## src/rtl/branch_predictor_pkg.sv

```systemverilog
// Shared encodings and defaults for the gshare branch predictor.
// Imported by the predictor top and its counter sub-module.
package branch_predictor_pkg;

  localparam int DEFAULT_DATA_W = 16;

  localparam logic [1:0] SNT = 2'b00;
  localparam logic [1:0] WNT = 2'b01;
  localparam logic [1:0] WT  = 2'b10;
  localparam logic [1:0] ST  = 2'b11;

  localparam logic [1:0] CTR_RESET = WNT;

endpackage

```

## src/rtl/branch_predictor_sat_counter.sv

```systemverilog
// Next-state logic for one 2-bit saturating direction counter.
// Purely combinational; the table register lives in the top.
module sat_counter_2b
  import branch_predictor_pkg::*;
(
  input  logic [1:0] ctr_i,
  input  logic       taken_i,
  output logic [1:0] ctr_o
);

  always_comb begin
    ctr_o = ctr_i;
    if (taken_i) begin
      if (ctr_i != ST) ctr_o = ctr_i + 2'd1;
    end else begin
      if (ctr_i != SNT) ctr_o = ctr_i - 2'd1;
    end
  end

endmodule

```

## src/rtl/branch_predictor.sv

```systemverilog
// Gshare direction predictor: PC xor global history indexes 2-bit
// counters; trained and history-shifted only at branch resolution.
module branch_predictor
  import branch_predictor_pkg::*;
#(
  parameter int DATA_W  = DEFAULT_DATA_W,
  parameter int INDEX_W = 4,
  parameter int STAT_W  = 16
) (
  input  logic               clk,
  input  logic               arst,
  input  logic [DATA_W-1:0]  lookup_pc,
  output logic               prediction,
  output logic [INDEX_W-1:0] pred_index,
  input  logic               resolve_valid,
  input  logic [INDEX_W-1:0] resolve_index,
  input  logic               resolve_taken,
  input  logic               resolve_pred,
  output logic               mispredict,
  output logic [STAT_W-1:0]  stat_branches,
  output logic [STAT_W-1:0]  stat_mispredicts
);

  localparam int ENTRIES = 2 ** INDEX_W;
  localparam logic [STAT_W-1:0] STAT_ONE = 1;
  localparam logic [STAT_W-1:0] STAT_MAX = '1;

  logic [1:0]         tbl_q [ENTRIES];
  logic [1:0]         tbl_d [ENTRIES];
  logic [INDEX_W-1:0] ghr_q, ghr_d;
  logic [STAT_W-1:0]  br_q, br_d;
  logic [STAT_W-1:0]  mis_q, mis_d;
  logic [1:0]         train_next;
  logic               unused_pc;

  // PC bits outside the index field never affect the lookup
  assign unused_pc = ^{lookup_pc[1:0], lookup_pc >> (INDEX_W + 2)};

  assign pred_index = lookup_pc[INDEX_W+1:2] ^ ghr_q;
  assign prediction = tbl_q[pred_index][1];

  assign mispredict = resolve_valid & (resolve_taken != resolve_pred);

  assign stat_branches    = br_q;
  assign stat_mispredicts = mis_q;

  sat_counter_2b u_train (
    .ctr_i   (tbl_q[resolve_index]),
    .taken_i (resolve_taken),
    .ctr_o   (train_next)
  );

  always_comb begin
    tbl_d = tbl_q;
    ghr_d = ghr_q;
    br_d  = br_q;
    mis_d = mis_q;
    if (resolve_valid) begin
      tbl_d[resolve_index] = train_next;
      ghr_d = {ghr_q[INDEX_W-2:0], resolve_taken};
      if (br_q != STAT_MAX) br_d = br_q + STAT_ONE;
      if (mispredict && (mis_q != STAT_MAX)) mis_d = mis_q + STAT_ONE;
    end
  end

  always_ff @(posedge clk or posedge arst) begin
    if (arst) begin
      for (int i = 0; i < ENTRIES; i++) tbl_q[i] <= CTR_RESET;
      ghr_q <= '0;
      br_q  <= '0;
      mis_q <= '0;
    end else begin
      tbl_q <= tbl_d;
      ghr_q <= ghr_d;
      br_q  <= br_d;
      mis_q <= mis_d;
    end
  end

endmodule

```

## config.mk

```make
export PLATFORM = sky130hd
export DESIGN_NAME = branch_predictor
export DESIGN_NICKNAME = d
export VERILOG_FILES = /design/src/rtl/branch_predictor_pkg.sv /design/src/rtl/branch_predictor_sat_counter.sv /design/src/rtl/branch_predictor.sv
export SDC_FILE = /design/constraint.sdc
export NUM_CORES = 1
export LEC_CHECK = 0
export CORE_MARGIN = 1
export CORE_UTILIZATION = 35
export CTS_CLUSTER_DIAMETER = 150
export DETAILED_ROUTE_END_ITERATION = 16
export PLACE_DENSITY = 0.56
export SYNTH_ARGS = -nofsm -noshare
export SYNTH_HDL_FRONTEND = slang
export SYNTH_SLANG_ARGS = --single-unit
```

## constraint.sdc

```tcl
create_clock -name clk -period 8.9 [get_ports clk]
set_input_delay 2.67 -clock clk [delete_from_list [all_inputs] [get_ports clk]]
set_output_delay 2.67 -clock clk [all_outputs]
set_load 0.02 [all_outputs]
```

==> summary.md, run 1 <==
| Metric | Value |
|---|---|
| Maximum ir drop on the vdd rail | `0.1179 mV` |
| Total of max-cap violations | `0` |
| # DRC | `0` |
| Detail-routed net length per standard cell | `15.00 microns` |
| Endpoint type of the worst setup path | `primary output` |
| Grt met3 use | `4.438%` |
| Number of synthesis warnings | `0` |
| Power share of the sequential group | `45.9%` |
| Largest net degree at the start of global routing | `69` |
| Finish-stage setup viols | `0` |
| Die ar. | `0.01017 sq mm` |
| Post-synth ARST share | `100.0%` |
| Half-perimeter wire length of the detailed placement result | `4743 microns` |
| Data arrival, critical path | `5320 ps` |
| Die boundary height | `100.8 microns` |
| Fin. Hold Viols | `0` |
| Highest cell delay on the worst timing path | `600 ps` |
| Num CTS Buffers | `9` |
| Largest fanout on the critical path | `5` |
| Htree depth | `3` |
| Root buf cell | `clkbuf_8` |
| Resized Gates After CTS | `0` |
| Clk_skew | `9.278 ps` |
| Proportion of layout cells with a drive suffix above 1 | `25.99%` |
| Slew Limit Headroom | `43.02%` |
| Hold Path Cell Cnt | `1` |
| Critical Path Slowest Stage Cell | `mux4_2` |
| Vias after detailed routing | `2252` |
| Starting utilization of the core area | `36.49%` |
| Core Rows | `35` |
| Clk buf depth | `2` |
| Outcome | `completed` |
| List of cells traversed by the critical path | `clkdlybuf4s50_1 > xor2_1 > mux4_2 > mux4_2 > clkdlybuf4s50_1` |
| Antenna violations before repair | `0` |
| CP top delay family | `multiplexers` |
| Type of element launching the critical path | `input pin` |
| Standard cell core area | `0.009371 sq mm` |
| Starting DRT DRC Count | `70` |
| Worst Path Required | `6230 ps` |
| Power per cell area | `240.3 mW/mm^2` |
| Number of hold buffers added after CTS | `0` |
| GRT overflow | `0` |
| Max-slew violation total from the final report | `0` |
| Portion of total power attributed to the clock network | `24.2%` |
| Net count of the finished layout | `349` |
| Synth Flop Type | `dfrtp_1` |
| Synthesized cell area | `0.003420 sq mm` |
| Met1 track demand over resource | `21.99%` |
| First drt pass iteration count | `4` |
| Clock tree from TritonCTS | `yes` |
| Die Wd | `100.8 microns` |
| Total number of clock tree sinks | `68` |
| IO Count | `63` |
| Hold Path Class | `register to register` |
| Count of buffer and inverter cells on the critical path | `2` |
| Clock latency on the worst-skew pair | `340 ps` |
| Maximum achievable frequency | `125.2 MHz` |
| Pleak | `1.728 nW` |
| Via-per-instance ratio | `4.939` |
| Sequential cell area fraction in the yosys report | `50.35%` |
| Remaining antenna violation count | `0` |
| Switching part of the total | `30.94%` |
| Post-Route WL | `6842 microns` |
| Met2 usage | `21.97%` |
| Depth of the worst register-to-register path | `5` |
| Gate count of the mapped netlist | `269` |
| Count of different cell masters after synthesis | `39` |
| Post-layout minimum cycle time | `7989 ps` |
| Post-synthesis net count | `296` |
| Flops & latches, synth | `68` |
| Post-layout util | `45.06%` |
| Start-to-end type of the worst setup path | `input pin to primary output` |
| First-pass GRT wire length | `11740 microns` |
| GRT Max-Usage Layer | `met1` |
| All-Layer GR Usage | `15.27%` |
| Final Total Pwr | `1.015 mW` |
| Synth-to-layout area growth | `23.49%` |
| Number of global-route vias before repair | `2277` |
| Net Sw Power | `0.3140 mW` |
| Final critical-path share of the clock period | `89.76%` |
| Buffers inserted during post-CTS setup optimization | `0` |
| RSZ-0062 raised after global routing | `no` |
| Antenna Cells | `0` |
| Logic pwr share | `29.9%` |
| Placer Congestion | `0.7428` |
| I/O Buffers | `50` |
| Count of flip-flops with a built-in enable after synthesis | `0` |
| Total number of cells along the worst setup path | `5` |
| Final total negative setup slack | `0 ps` |
| Internal | `0.7008 mW` |
| Synthesized area divided by synthesized cell count | `12.71 sq um` |
| Clock Pin Slew Worst Setup and Hold Paths | `70 ps` |
| Slew of the pin with the lowest slew margin | `854.8 ps` |
-- layout by cell type (no fill, tap or decap), types with 2 or more instances in the layout --
| cell type | n |
|---|---|
| dfrtp_1 | 52 |
| clkdlybuf4s50_1 | 50 |
| mux2_2 | 38 |
| xnor2_1 | 22 |
| nand2_1 | 18 |
| dfstp_2 | 16 |
| nand3_1 | 15 |
| nor2_1 | 12 |
| xor2_1 | 11 |
| nand4_1 | 11 |
| mux4_2 | 10 |
| clkbuf_8 | 9 |
| nor3_1 | 8 |
| and4_1 | 6 |
| and3_1 | 5 |
| inv_1 | 3 |
| and2_1 | 3 |
| mux4_1 | 3 |
| nand2b_1 | 3 |
| nor2b_1 | 2 |
| maj3_2 | 2 |
| or3_1 | 2 |
| a31oi_1 | 2 |
| ha_1 | 2 |
| clkinvlp_4 | 2 |
| clkinv_2 | 2 |
-- per-layer routing --
layer  up-vias  part of all wire (%)
li1       1082                     -
met4         0                  0.95
met1      1110                    50
met5         -                     0
met3         5                   3.6
met2        55                    45
-- sequential cells by signal (all words and copies together) (netlist names) --
signal,flops
stat_mispredicts,16
tbl_q,32
stat_branches,16
ghr_q,4
-- area by class of cell --
| type | instances | area [sq um] |
|---|---|---|
| Fill cell | 886 | 5149 |
| Sequential cell | 68 | 1722 |
| Multi-Input combinational cell | 188 | 1625 |
| Timing Repair Buffer | 51 | 508.0 |
| Tap cell | 129 | 161.4 |
| Clock buffer | 9 | 123.9 |
| Clock inverter | 7 | 67.56 |
| Inverter | 4 | 15.01 |
-- final timing paths --
path,startpoint,end,slack (ps)
max in group asynchronous,arst,tbl_q[5]$_DFFE_PP0P_,5440
min,stat_branches[13]$_DFFE_PP0P_,stat_branches[13]$_DFFE_PP0P_,490
min reg2reg,stat_branches[13]$_DFFE_PP0P_,stat_branches[13]$_DFFE_PP0P_,490
max reg2reg,tbl_q[25]$_DFFE_PP0P_,tbl_q[17]$_DFFE_PP0P_,6840
max,lookup_pc[2],prediction,910
min in group asynchronous,arst,stat_branches[5]$_DFFE_PP0P_,2900
-- worst register-to-register path, stage by stage (launching register included) --
cell and delay (ps):
dfrtp_1 400, mux4_2 490, a22oi_2 170, nand3_1 130, maj3_2 460, mux2_2 310
-- stage by stage --
step | worst slack (ps) | hold WS (ps) | cell area [sq um] | std cells
finish | 911.2 | 491.5 | 4223 | 456
global route | 776.6 | 530.4 | 4223 | 456
CTS | 846.6 | 496.2 | 4223 | 456
detailed placement | 851.7 | 480.4 | 4031 | 440
global placement | 876.0 | 478.7 | 4031 | 440
floorplan | 1772 | 491.3 | 3420 | 269
-- power groups by stage --
stage | clock [mW] | combinational, mW | sequential (mW)
after floorplan | 0 | 0.174 | 0.490
after global placement | 0 | 0.302 | 0.470
after detailed placement | 0 | 0.307 | 0.471
after CTS | 0.256 | 0.307 | 0.467
after global routing | 0.267 | 0.331 | 0.480
final | 0.245 | 0.303 | 0.466
-- logic make-up after synthesis --
family | share of synthesized area [%]
AO/OA/AOI/OAI | 1.976
flip-flops | 50.35
XOR/XNOR | 8.452
adder cells (fa/ha/maj) | 1.390
AND/OR/NAND/NOR | 14.01
multiplexers | 21.70
buffers and inverters | 2.122
-- cells in the mapped netlist, types with 2 or more instances --
master	count	share of area [%]
dfrtp_1	52	38
mux2_2	38	13
xnor2_1	22	5.6
nand2_1	18	2.0
dfstp_2	16	12
nand3_1	15	2.2
nor2_1	12	1.3
nand4_1	11	2.0
xor2_1	11	2.8
mux4_2	10	6.6
nor3_1	8	1.2
and4_1	6	1.5
and3_1	5	0.91
clkbuf_1	4	0.44
inv_1	4	0.44
and2_1	3	0.55
buf_6	3	0.99
mux4_1	3	2.3
nand2b_1	3	0.55
a31oi_1	2	0.37
ha_1	2	0.73
maj3_2	2	0.66
nor2b_1	2	0.37
or3_1	2	0.37
No activity file was read; power rests on OpenSTA's default activity.
==> inputs of run 2 (changes only) <==
--- a/config.mk
+++ b/config.mk
@@ -9,7 +9,7 @@
 export CORE_UTILIZATION = 35
 export CTS_CLUSTER_DIAMETER = 150
 export DETAILED_ROUTE_END_ITERATION = 16
-export PLACE_DENSITY = 0.56
+export PLACE_DENSITY_LB_ADDON = 0.1
 export SYNTH_ARGS = -nofsm -noshare
 export SYNTH_HDL_FRONTEND = slang
 export SYNTH_SLANG_ARGS = --single-unit
==> run 2 against run 1 <==
  * Hold slack gained 5.9 ps
  * Non-clock buffer count grew 1
  * Combinational power is essentially flat
  * Clock skew grew 1.0 ps
  * Wire length grew 1.7%
  * Largest power group unchanged
==> summary.md, run 2 (same netlist as run 1, synthesis figures left out) <==
| Metric | Value |
|---|---|
| Maximum ir drop on the vdd rail | `0.1346 mV` |
| Detail-routed net length per standard cell | `15.23 microns` |
| Num CTS Buffers | `9` |
| Starting DRT DRC Count | `92` |
| Number of hold buffers added after CTS | `0` |
| Outcome | `completed` |
| Total number of cells along the worst setup path | `5` |
| CP top delay family | `multiplexers` |
| Depth of the worst register-to-register path | `5` |
| Fin. Hold Viols | `0` |
| Number of global-route vias before repair | `2240` |
| Antenna violations before repair | `0` |
| RSZ-0062 raised after global routing | `no` |
| Most used cells in the layout excluding fill and tap cells | `52 x dfrtp_1, 50 x clkdlybuf4s50_1, 38 x mux2_2` |
| Count of buffer and inverter cells on the critical path | `2` |
| Remaining antenna violation count | `0` |
| Via-per-instance ratio | `4.906` |
| Die ar. | `0.01017 sq mm` |
| Data arrival, critical path | `5340 ps` |
| I/O Buffers | `50` |
| Hold Path Cell Cnt | `1` |
| Vias after detailed routing | `2242` |
| Die Wd | `100.8 microns` |
| Die boundary height | `100.8 microns` |
| Largest net degree at the start of global routing | `69` |
| Critical Path Slowest Stage Cell | `mux4_2` |
| Starting utilization of the core area | `36.49%` |
| Clock latency on the worst-skew pair | `350 ps` |
| Clk_skew | `10.32 ps` |
| Placer Congestion | `0.7833` |
| Half-perimeter wire length of the detailed placement result | `4869 microns` |
| Finish-stage setup viols | `0` |
| Pleak | `1.738 nW` |
| All-Layer GR Usage | `15.21%` |
| Proportion of layout cells with a drive suffix above 1 | `26.52%` |
| Largest Register | `tbl_q` |
| Total number of clock tree sinks | `68` |
| List of cells traversed by the critical path | `clkdlybuf4s50_1 > xor2_1 > mux4_2 > mux4_2 > clkdlybuf4s50_1` |
| Max reg flops | `32` |
| Final total negative setup slack | `0 ps` |
| Highest cell delay on the worst timing path | `600 ps` |
| IO Count | `63` |
| Slew Limit Headroom | `41.77%` |
| Resized Gates After CTS | `0` |
| Antenna Cells | `0` |
| Buffers inserted during post-CTS setup optimization | `0` |
| Endpoint type of the worst setup path | `primary output` |
| First drt pass iteration count | `4` |
| Clock Pin Slew Worst Setup and Hold Paths | `70 ps` |
| Placed instance count | `441` |
| GRT overflow | `0` |
| Maximum achievable frequency | `124.8 MHz` |
| Clk buf depth | `2` |
| Total of max-cap violations | `0` |
| Net count of the finished layout | `350` |
| Most frequent standard cell in the layout excluding fill and tap cells | `dfrtp_1` |
| Synth-to-layout area growth | `24.00%` |
| First-pass GRT wire length | `11720 microns` |
| Core Rows | `35` |
| Largest fanout on the critical path | `5` |
| Power per cell area | `243.0 mW/mm^2` |
| Type of element launching the critical path | `input pin` |
| Standard cell core area | `0.009371 sq mm` |
| Post-route insts no fill | `457` |
| Post-Route WL | `6960 microns` |
| Fillcell total | `901` |
| Post-layout minimum cycle time | `8013 ps` |
| # DRC | `0` |
| Worst Path Required | `6230 ps` |
| Root buf cell | `clkbuf_8` |
| Max-slew violation total from the final report | `0` |
| Final critical-path share of the clock period | `90.03%` |
| Htree depth | `3` |
| Clock tree from TritonCTS | `yes` |
| Start-to-end type of the worst setup path | `input pin to primary output` |
| Hold Path Class | `register to register` |
| Final hold slack | `497.4 ps` |
| Slew of the pin with the lowest slew margin | `873.5 ps` |
[run 2: changes by cell type in the layout (fill, tap and decap cells not counted)]
| cell | change |
|---|---|
| clkinv_1 | -1 |
| buf_4 | +1 |
| clkbuf_8 | +1 |
[run 2: routing by layer]
layer / up-vias / part of all wire, % / track usage, % / wire length, microns
met3: 10 / 3.6 / 3.121 / 251
li1: 1089 / - / - / -
met2: 40 / 43 / 21.29 / 3003
met1: 1103 / 51 / 22.32 / 3584
met4: 0 / 1.7 / 7.358 / 121
met5: - / 0 / 0 / 0
[run 2: metrics by stage]
stage	utilization (%)	area (sq um)	power, mW	worst slack (ps)
6_report	45.25	4240	1.031	887.4
5_1_grt	45.25	4240	1.092	743.1
4_1_cts	45.25	4240	1.046	836.9
3_5_place_dp	43.10	4039	0.7812	836.9
3_3_place_gp	43.10	4039	0.7767	857.3
2_1_floorplan	-	3420	0.6640	1772
[run 2: worst paths after layout]
path	slack, ps	end	start
setup / recovery	890	prediction	lookup_pc[2]
hold / removal	500	stat_branches[13]$_DFFE_PP0P_	stat_branches[13]$_DFFE_PP0P_
setup reg to reg	6820	tbl_q[5]$_DFFE_PP0P_	tbl_q[27]$_DFFE_PP0P_
min in group asynchronous	2890	stat_mispredicts[9]$_DFFE_PP0P_	arst
hold reg to reg	500	stat_branches[13]$_DFFE_PP0P_	stat_branches[13]$_DFFE_PP0P_
max in group asynchronous	5430	tbl_q[7]$_DFFE_PP0P_	arst
[run 2: layout make-up]
| type | count | area [sq um] | share of cell area (%) |
|---|---|---|---|
| clock buffer | 10 | 137.6 | 3.246 |
| clock inverter | 6 | 63.81 | 1.505 |
| inverter | 4 | 15.01 | 0.3541 |
| multi-input combinational | 188 | 1625 | 38.33 |
| sequential | 68 | 1722 | 40.60 |
| tap | 129 | 161.4 | 3.806 |
| timing repair buffer | 52 | 515.5 | 12.16 |
[run 2: where the power goes]
group / leakage [nW] / internal [mW] / switching, mW / total (mW)
Clock: 0.0983 / 0.136 / 0.123 / 0.259
Combinational: 0.789 / 0.168 / 0.136 / 0.304
Sequential: 0.851 / 0.406 / 0.0621 / 0.468
Total: 1.74 / 0.710 / 0.321 / 1.03
==> inputs of run 3 (changes only) <==
--- a/config.mk
+++ b/config.mk
@@ -5,11 +5,14 @@
 export SDC_FILE = /design/constraint.sdc
 export NUM_CORES = 1
 export LEC_CHECK = 0
+export CAP_MARGIN = 10
 export CORE_MARGIN = 1
 export CORE_UTILIZATION = 35
 export CTS_CLUSTER_DIAMETER = 150
 export DETAILED_ROUTE_END_ITERATION = 16
+export HOLD_SLACK_MARGIN = 0.06
 export PLACE_DENSITY_LB_ADDON = 0.1
+export SETUP_SLACK_MARGIN = 0.4
 export SYNTH_ARGS = -nofsm -noshare
 export SYNTH_HDL_FRONTEND = slang
 export SYNTH_SLANG_ARGS = --single-unit
==> results of run 3 <==
Same layout as run 2: the final DEF is identical, and so are final timing and power.
